### src/rtl/apb_fifo_pkg.sv
// Shared register offsets, STATUS/CTRL bit positions and APB FSM state type
// for the APB FIFO completer.
package apb_fifo_pkg;

   localparam logic [1:0] ADDR_DATA   = 2'd0;
   localparam logic [1:0] ADDR_STATUS = 2'd1;
   localparam logic [1:0] ADDR_CTRL   = 2'd2;
   localparam logic [1:0] ADDR_THRESH = 2'd3;

   localparam int STAT_EMPTY   = 0;
   localparam int STAT_FULL    = 1;
   localparam int STAT_OVF     = 2;
   localparam int STAT_UNF     = 3;
   localparam int STAT_CNT_LSB = 8;

   localparam int CTRL_FLUSH = 0;
   localparam int CTRL_CLR   = 1;

   typedef enum logic [1:0] {
      IDLE   = 2'd0,
      ACCESS = 2'd1,
      RESP   = 2'd2
   } apb_state_e;

endpackage

### src/rtl/apb_fifo_slave_sync_fifo.sv
// Synchronous FIFO with push/pop/flush; pushes when full and pops when empty
// are ignored here and reported by the caller.
module sync_fifo #(
   parameter int DEPTH  = 16,
   parameter int DATA_W = 32
) (
   input  logic                      i_clk,
   input  logic                      i_rst,
   input  logic                      i_push,
   input  logic                      i_pop,
   input  logic                      i_flush,
   input  logic [DATA_W-1:0]         i_wdata,
   output logic [DATA_W-1:0]         o_rdata,
   output logic                      o_full,
   output logic                      o_empty,
   output logic [$clog2(DEPTH):0]    o_count
);

   localparam int AW = $clog2(DEPTH);
   localparam logic [AW:0] FULL_CNT = (AW+1)'(DEPTH);

   logic [DATA_W-1:0] r_mem [DEPTH];
   logic [AW-1:0]     r_wr_ptr;
   logic [AW-1:0]     r_rd_ptr;
   logic [AW:0]       r_count;
   logic              w_do_push;
   logic              w_do_pop;

   assign o_full    = (r_count == FULL_CNT);
   assign o_empty   = (r_count == '0);
   assign o_count   = r_count;
   assign o_rdata   = r_mem[r_rd_ptr];
   assign w_do_push = i_push && !o_full;
   assign w_do_pop  = i_pop && !o_empty;

   // Pointers wrap naturally because DEPTH is a power of two.
   always_ff @(posedge i_clk) begin
      if (i_rst || i_flush) begin
         r_wr_ptr <= '0;
         r_rd_ptr <= '0;
         r_count  <= '0;
      end else begin
         if (w_do_push) r_wr_ptr <= r_wr_ptr + AW'(1);
         if (w_do_pop)  r_rd_ptr <= r_rd_ptr + AW'(1);
         case ({w_do_push, w_do_pop})
            2'b10:   r_count <= r_count + (AW+1)'(1);
            2'b01:   r_count <= r_count - (AW+1)'(1);
            default: r_count <= r_count;
         endcase
      end
   end

   always_ff @(posedge i_clk) begin
      if (w_do_push) r_mem[r_wr_ptr] <= i_wdata;
   end

endmodule

### src/rtl/apb_fifo_slave.sv
// APB completer exposing a sync FIFO with programmable wait states.
// Optional level interrupt output enabled by defining APB_FIFO_IRQ_EN.
module apb_fifo_slave
   import apb_fifo_pkg::*;
#(
   parameter int DEPTH       = 16,
   parameter int DATA_W      = 32,
   parameter int WAIT_CYCLES = 1
) (
   input  logic              PCLK,
   input  logic              PRESET,
   input  logic [31:0]       PADDR,
   input  logic              PWRITE,
   input  logic              PSEL,
   input  logic              PENABLE,
   input  logic [DATA_W-1:0] PWDATA,
   output logic [DATA_W-1:0] PRDATA,
   output logic              PREADY
`ifdef APB_FIFO_IRQ_EN
   ,
   output logic              irq
`endif
);

   localparam int CW = $clog2(DEPTH) + 1;
   localparam logic [3:0] WAIT_L = 4'(WAIT_CYCLES);

   apb_state_e        r_state;
   logic [3:0]        r_cnt;
   logic              r_pready;
   logic [DATA_W-1:0] r_prdata;
   logic              r_ovf;
   logic              r_unf;
   logic [7:0]        r_thresh;

   logic [1:0]        w_addr;
   logic              w_commit;
   logic              w_push;
   logic              w_pop;
   logic              w_flush;
   logic              w_clr;
   logic [DATA_W-1:0] w_head;
   logic              w_full;
   logic              w_empty;
   logic [CW-1:0]     w_count;
   logic [DATA_W-1:0] w_rd_value;
   logic              w_unused;

   assign w_addr   = PADDR[3:2];
   assign w_unused = ^{PADDR[31:4], PADDR[1:0]};
   assign w_commit = (r_state == ACCESS) && PSEL && PENABLE && (r_cnt == WAIT_L);
   assign w_push   = w_commit && PWRITE && (w_addr == ADDR_DATA);
   assign w_pop    = w_commit && !PWRITE && (w_addr == ADDR_DATA);
   assign w_flush  = w_commit && PWRITE && (w_addr == ADDR_CTRL) && PWDATA[CTRL_FLUSH];
   assign w_clr    = w_commit && PWRITE && (w_addr == ADDR_CTRL) && PWDATA[CTRL_CLR];
   assign PREADY   = r_pready;
   assign PRDATA   = r_prdata;

   sync_fifo #(.DEPTH(DEPTH), .DATA_W(DATA_W)) u_fifo (
      .i_clk   (PCLK),
      .i_rst   (PRESET),
      .i_push  (w_push),
      .i_pop   (w_pop),
      .i_flush (w_flush),
      .i_wdata (PWDATA),
      .o_rdata (w_head),
      .o_full  (w_full),
      .o_empty (w_empty),
      .o_count (w_count)
   );

   always_comb begin
      w_rd_value = '0;
      case (w_addr)
         ADDR_DATA: begin
            if (!w_empty) w_rd_value = w_head;
            else          w_rd_value = '0;
         end
         ADDR_STATUS: begin
            w_rd_value[STAT_EMPTY]           = w_empty;
            w_rd_value[STAT_FULL]            = w_full;
            w_rd_value[STAT_OVF]             = r_ovf;
            w_rd_value[STAT_UNF]             = r_unf;
            w_rd_value[STAT_CNT_LSB +: 8]    = 8'(w_count);
         end
         ADDR_THRESH: w_rd_value[7:0] = r_thresh;
         default:     w_rd_value = '0;
      endcase
   end

   // Transfer FSM: everything commits on the ACCESS->RESP edge.
   always_ff @(posedge PCLK) begin
      if (PRESET) begin
         r_state  <= IDLE;
         r_cnt    <= 4'd0;
         r_pready <= 1'b0;
         r_prdata <= '0;
      end else begin
         case (r_state)
            IDLE: begin
               r_pready <= 1'b0;
               r_prdata <= '0;
               if (PSEL && !PENABLE) begin
                  r_state <= ACCESS;
                  r_cnt   <= 4'd0;
               end else begin
                  r_state <= IDLE;
               end
            end
            ACCESS: begin
               if (!PSEL) begin
                  r_state <= IDLE;
               end else if (PENABLE) begin
                  if (r_cnt == WAIT_L) begin
                     r_state  <= RESP;
                     r_pready <= 1'b1;
                     r_prdata <= PWRITE ? '0 : w_rd_value;
                  end else begin
                     r_cnt <= r_cnt + 4'd1;
                  end
               end else begin
                  r_state <= ACCESS;
               end
            end
            RESP: begin
               r_state  <= IDLE;
               r_pready <= 1'b0;
               r_prdata <= '0;
            end
            default: begin
               r_state  <= IDLE;
               r_pready <= 1'b0;
               r_prdata <= '0;
            end
         endcase
      end
   end

   always_ff @(posedge PCLK) begin
      if (PRESET) begin
         r_ovf    <= 1'b0;
         r_unf    <= 1'b0;
         r_thresh <= 8'd0;
      end else begin
         if (w_clr) begin
            r_ovf <= 1'b0;
            r_unf <= 1'b0;
         end else begin
            if (w_push && w_full)  r_ovf <= 1'b1;
            if (w_pop && w_empty)  r_unf <= 1'b1;
         end
         if (w_commit && PWRITE && (w_addr == ADDR_THRESH)) r_thresh <= PWDATA[7:0];
      end
   end

`ifdef APB_FIFO_IRQ_EN
   logic r_irq;
   assign irq = r_irq;

   // Sampled from committed state, so it trails the causing commit by one cycle.
   always_ff @(posedge PCLK) begin
      if (PRESET) r_irq <= 1'b0;
      else        r_irq <= (9'(w_count) > {1'b0, r_thresh}) | r_ovf;
   end
`endif

endmodule

### config.mk
export PLATFORM = sky130hd
export DESIGN_NAME = apb_fifo_slave
export DESIGN_NICKNAME = d
export VERILOG_FILES = /design/src/rtl/apb_fifo_pkg.sv /design/src/rtl/apb_fifo_slave_sync_fifo.sv /design/src/rtl/apb_fifo_slave.sv
export SDC_FILE = /design/constraint.sdc
export NUM_CORES = 1
export LEC_CHECK = 0
export CORE_MARGIN = 4
export CORE_UTILIZATION = 39
export CTS_CLUSTER_SIZE = 14
export DETAILED_ROUTE_END_ITERATION = 7
export PLACE_DENSITY = 0.59
export SLEW_MARGIN = 10
export SYNTH_ARGS = -nofsm -noshare
export SYNTH_HDL_FRONTEND = slang
export SYNTH_SLANG_ARGS = --single-unit
### constraint.sdc
create_clock -name PCLK -period 11 [get_ports PCLK]
set_input_delay 2.2 -clock PCLK [delete_from_list [all_inputs] [get_ports PCLK]]
set_output_delay 2.2 -clock PCLK [all_outputs]
set_load 0.05 [all_outputs]
==> run_results.csv <==
group,metric,value,unit
cells_and_area,seq_area,16700,µm²
critical_path,ff2ff_path_depth,7,
yosys,syn_avg_cell_area,19.52,µm²
sta,hold_viol,0,
global_routing,grtUsageTotal,15.91,%
yosys,synth.distinct_cells,59,
yosys,postSynthCellCount,1139,
cells_and_area,n_fill_cell,4860,
drt,drt-total-wl,48.25,mm
drt,drc,0,
sta,fin_crit,5.457,ns
cells_and_area,area_growth,16.39,%
yosys,synthTopCellsByArea,"edfxtp_1, mux4_2, dfxtp_1, a22oi_1, nand2_1",
cts,ctsHoldBuffers,0,
floorplanning,io_pins,102,
min_path,hp-class,"register to register",
sta,holdWs,0.4532,ns
drt,vias,10963,
critical_path,path_class,"input port to register",
yosys,synth_compound_area_share,4.940,%
sta,tns,0,ns
floorplanning,core,56390,µm²
global_routing,grt_max_degree,64,
yosys,ys_ff_latch,578,
global_routing,top_usage_layer,"met2",
global_routing,met3_usage,2.516,%
critical_path,critPathArrivalTime,5.71,ns
global_routing,grt_use_met1,22.90,%
yosys,yosysWarnings,0,
cts,cts_tree,"yes",
floorplanning,die-width,246.8,µm
global_routing,grt_pass1_wl,72.33,mm
floorplanning,dieArea,60900,µm²
sta,rsz0062_at_grt,"no",
yosys,synth-simple-area-share,4.063,%
sta,max_freq,183.3,MHz
drt,routedWlPerCell,23.70,µm
cts,clk_pin_slew_worst_paths,0.06,ns
yosys,synth_adder_area_share,0.7878,%
global_routing,grt.overflow.total,0,
cts,cts-buffers-inserted,59,
floorplanning,rows,87,
cts,clk_latency,0.64,ns
yosys,synth_fp_nets,1222,
yosys,synth_top_cell_area_share,69.14,%
cells_and_area,layout_commonest_cell,"edfxtp_1",
place,gp_congestion,0.7592,
drt,drtPass1Iterations,5,
cells_and_area,multiInputGateArea,5323,µm²
drt,dr.first_iter.drc_count,898,
place,io_buffers,71,
yosys,ys_async_sr_fraction,0,%
critical_path,worstSetupStartpointType,"input port",
drt,drt.antenna.violating_nets,0,
critical_path,path_max_fanout,17,
cells_and_area,drive_above_1_share,21.48,%
global_routing,grt_use_met2,25.81,%
cts,cts-resized-gates,0,
yosys,synth_seq_area_share,75.08,%
critical_path,cp-end-kind,"register",
yosys,synth_mux_area_share,13.21,%
min_path,min_path_cells,2,
global_routing,grt_pass1_vias,11214,
yosys,synthesis.area,22240,µm²
sta,finalSetupViolations,0,
critical_path,required,11.26,ns
sta,max_slew_margin,22.46,%
run_status,outcome,"completed",
drt,vias_per_cell,5.385,
yosys,synth_top_family_by_area,"multiplexers",
run,cap_violations,0,
power,ir_drop,0.1300,mV
place,place_hpwl,25.93,mm
sta,finalCritPeriodShare,49.61,%
yosys,synth_flop_cell,"edfxtp_1",
cts,cts_root_buffer,"clkbuf_16",
cts,htree_levels,2,
power,powerDensity,171.0,nW/µm²
place,dp_slack,4.930,ns
cts,clockBufferDepth,3,
cts,cts.sinks,578,
global_routing,antenna_found_initial,1,
yosys,synth_xor_area_share,0.3939,%
sta,slew_violations,0,
sta,worst_clock_skew,0.04534,ns
sta,layout_setup_ws,5.543,ns
yosys,yosys.area.top_type,"edfxtp_1",
cells_and_area,nets,1312,
cells_and_area,final_cell_mix,"edfxtp_1, mux4_2, clkdlybuf4s50_1",
sta,worstMarginPinSlew,1.159,ns
cts,post-cts-setup-buffers,0,
cells_and_area,n_antenna_cell,0,
yosys,synth-edff-count,512,
floorplanning,initial_core_util,39.44,%
floorplanning,die_height,246.8,µm
power,p_leak,7.923,nW
==> state kept, by name, indices dropped and copies added (netlist names), named ones only <==
register	flops
r_state	2
PREADY	1
u_fifo.r_mem	512
r_unf	1
u_fifo.o_count	5
r_thresh	8
r_cnt	4
PRDATA	32
r_ovf	1
u_fifo.r_rd_ptr	4
u_fifo.r_wr_ptr	4
==> layout make-up <==
cell class / count / share of cell area, %
Clock buffer: 73 / 6.062
Timing Repair Buffer: 97 / 3.500
Tap cell: 756 / 3.655
Clock inverter: 39 / 1.528
Inverter: 10 / 0.1450
Multi-Input combinational cell: 483 / 20.57
Sequential cell: 578 / 64.54
==> where the power goes <==
part	internal [mW]	total, mW	switching (mW)
registers	2.38	2.39	0.000653
logic	0.0154	0.0530	0.0376
clock network	1.16	1.99	0.829
==> cell families after synthesis <==
group / Yosys count
buf+inv: 78
mux: 138
simple gates: 172
flops: 578
xor+xnor: 10
fa+ha+maj: 14
compound gates: 149
==> metrics by stage <==
stage                     utilization [%]  area, µm²  power (mW)  cells
final                               45.90      25880       4.425   2036
after global placement              42.42      23920       2.483   1924
after CTS                           45.90      25880       4.472   2036
after detailed placement            42.42      23920       2.485   1924
after floorplan                         -      22240       2.444   1139
after global routing                45.90      25880       4.569   2036
==> cells in the mapped netlist, drive strengths merged, types with 2 or more instances <==
cell / instances
a211oi: 4
a21oi: 28
a22o: 19
a22oi: 61
a311oi: 3
a32o: 2
a32oi: 2
a41oi: 2
and2: 4
and3: 11
buf: 40
clkbuf: 28
dfxtp: 66
edfxtp: 512
ha: 14
inv: 10
mux2: 3
mux2i: 11
mux4: 124
nand2: 61
nand2b: 8
nand3: 9
nand3b: 3
nand4: 3
nor2: 37
nor2b: 8
nor3: 8
nor3b: 3
nor4: 6
o21ai: 8
o2bb2ai: 6
o31ai: 3
o41ai: 2
or3: 2
or3b: 2
or4: 2
xnor2: 3
xor2: 7
==> critical path, stage by stage <==
cell and delay (ns):
clkdlybuf4s50_1 0.69, inv_1 0.15, nor4_4 0.81, and3_1 0.42, nand2_1 0.30, nor2_4 0.61
buf_4 0.48
==> per-layer routing <==
| layer | vias to the layer above | wire, µm |
|---|---|---|
| li1 | 4849 | - |
| met1 | 5791 | 21730 |
| met2 | 262 | 23390 |
| met3 | 59 | 2360 |
| met4 | 2 | 753 |
| met5 | - | 13 |
==> worst paths after layout <==
kind                                  from                        endpoint  slack (ns)
hold reg to reg   r_thresh[6]$_SDFFE_PP0P_        r_thresh[6]$_SDFFE_PP0P_        0.45
setup reg to reg     r_cnt[0]$_SDFFE_PP0P_  u_fifo.r_mem[14][30]$_DFFE_PP_        6.85
hold / removal    r_thresh[6]$_SDFFE_PP0P_        r_thresh[6]$_SDFFE_PP0P_        0.45
setup / recovery                    PWRITE  u_fifo.r_mem[14][30]$_DFFE_PP_        5.54
Note: power is estimated with default switching activity, not from simulation.
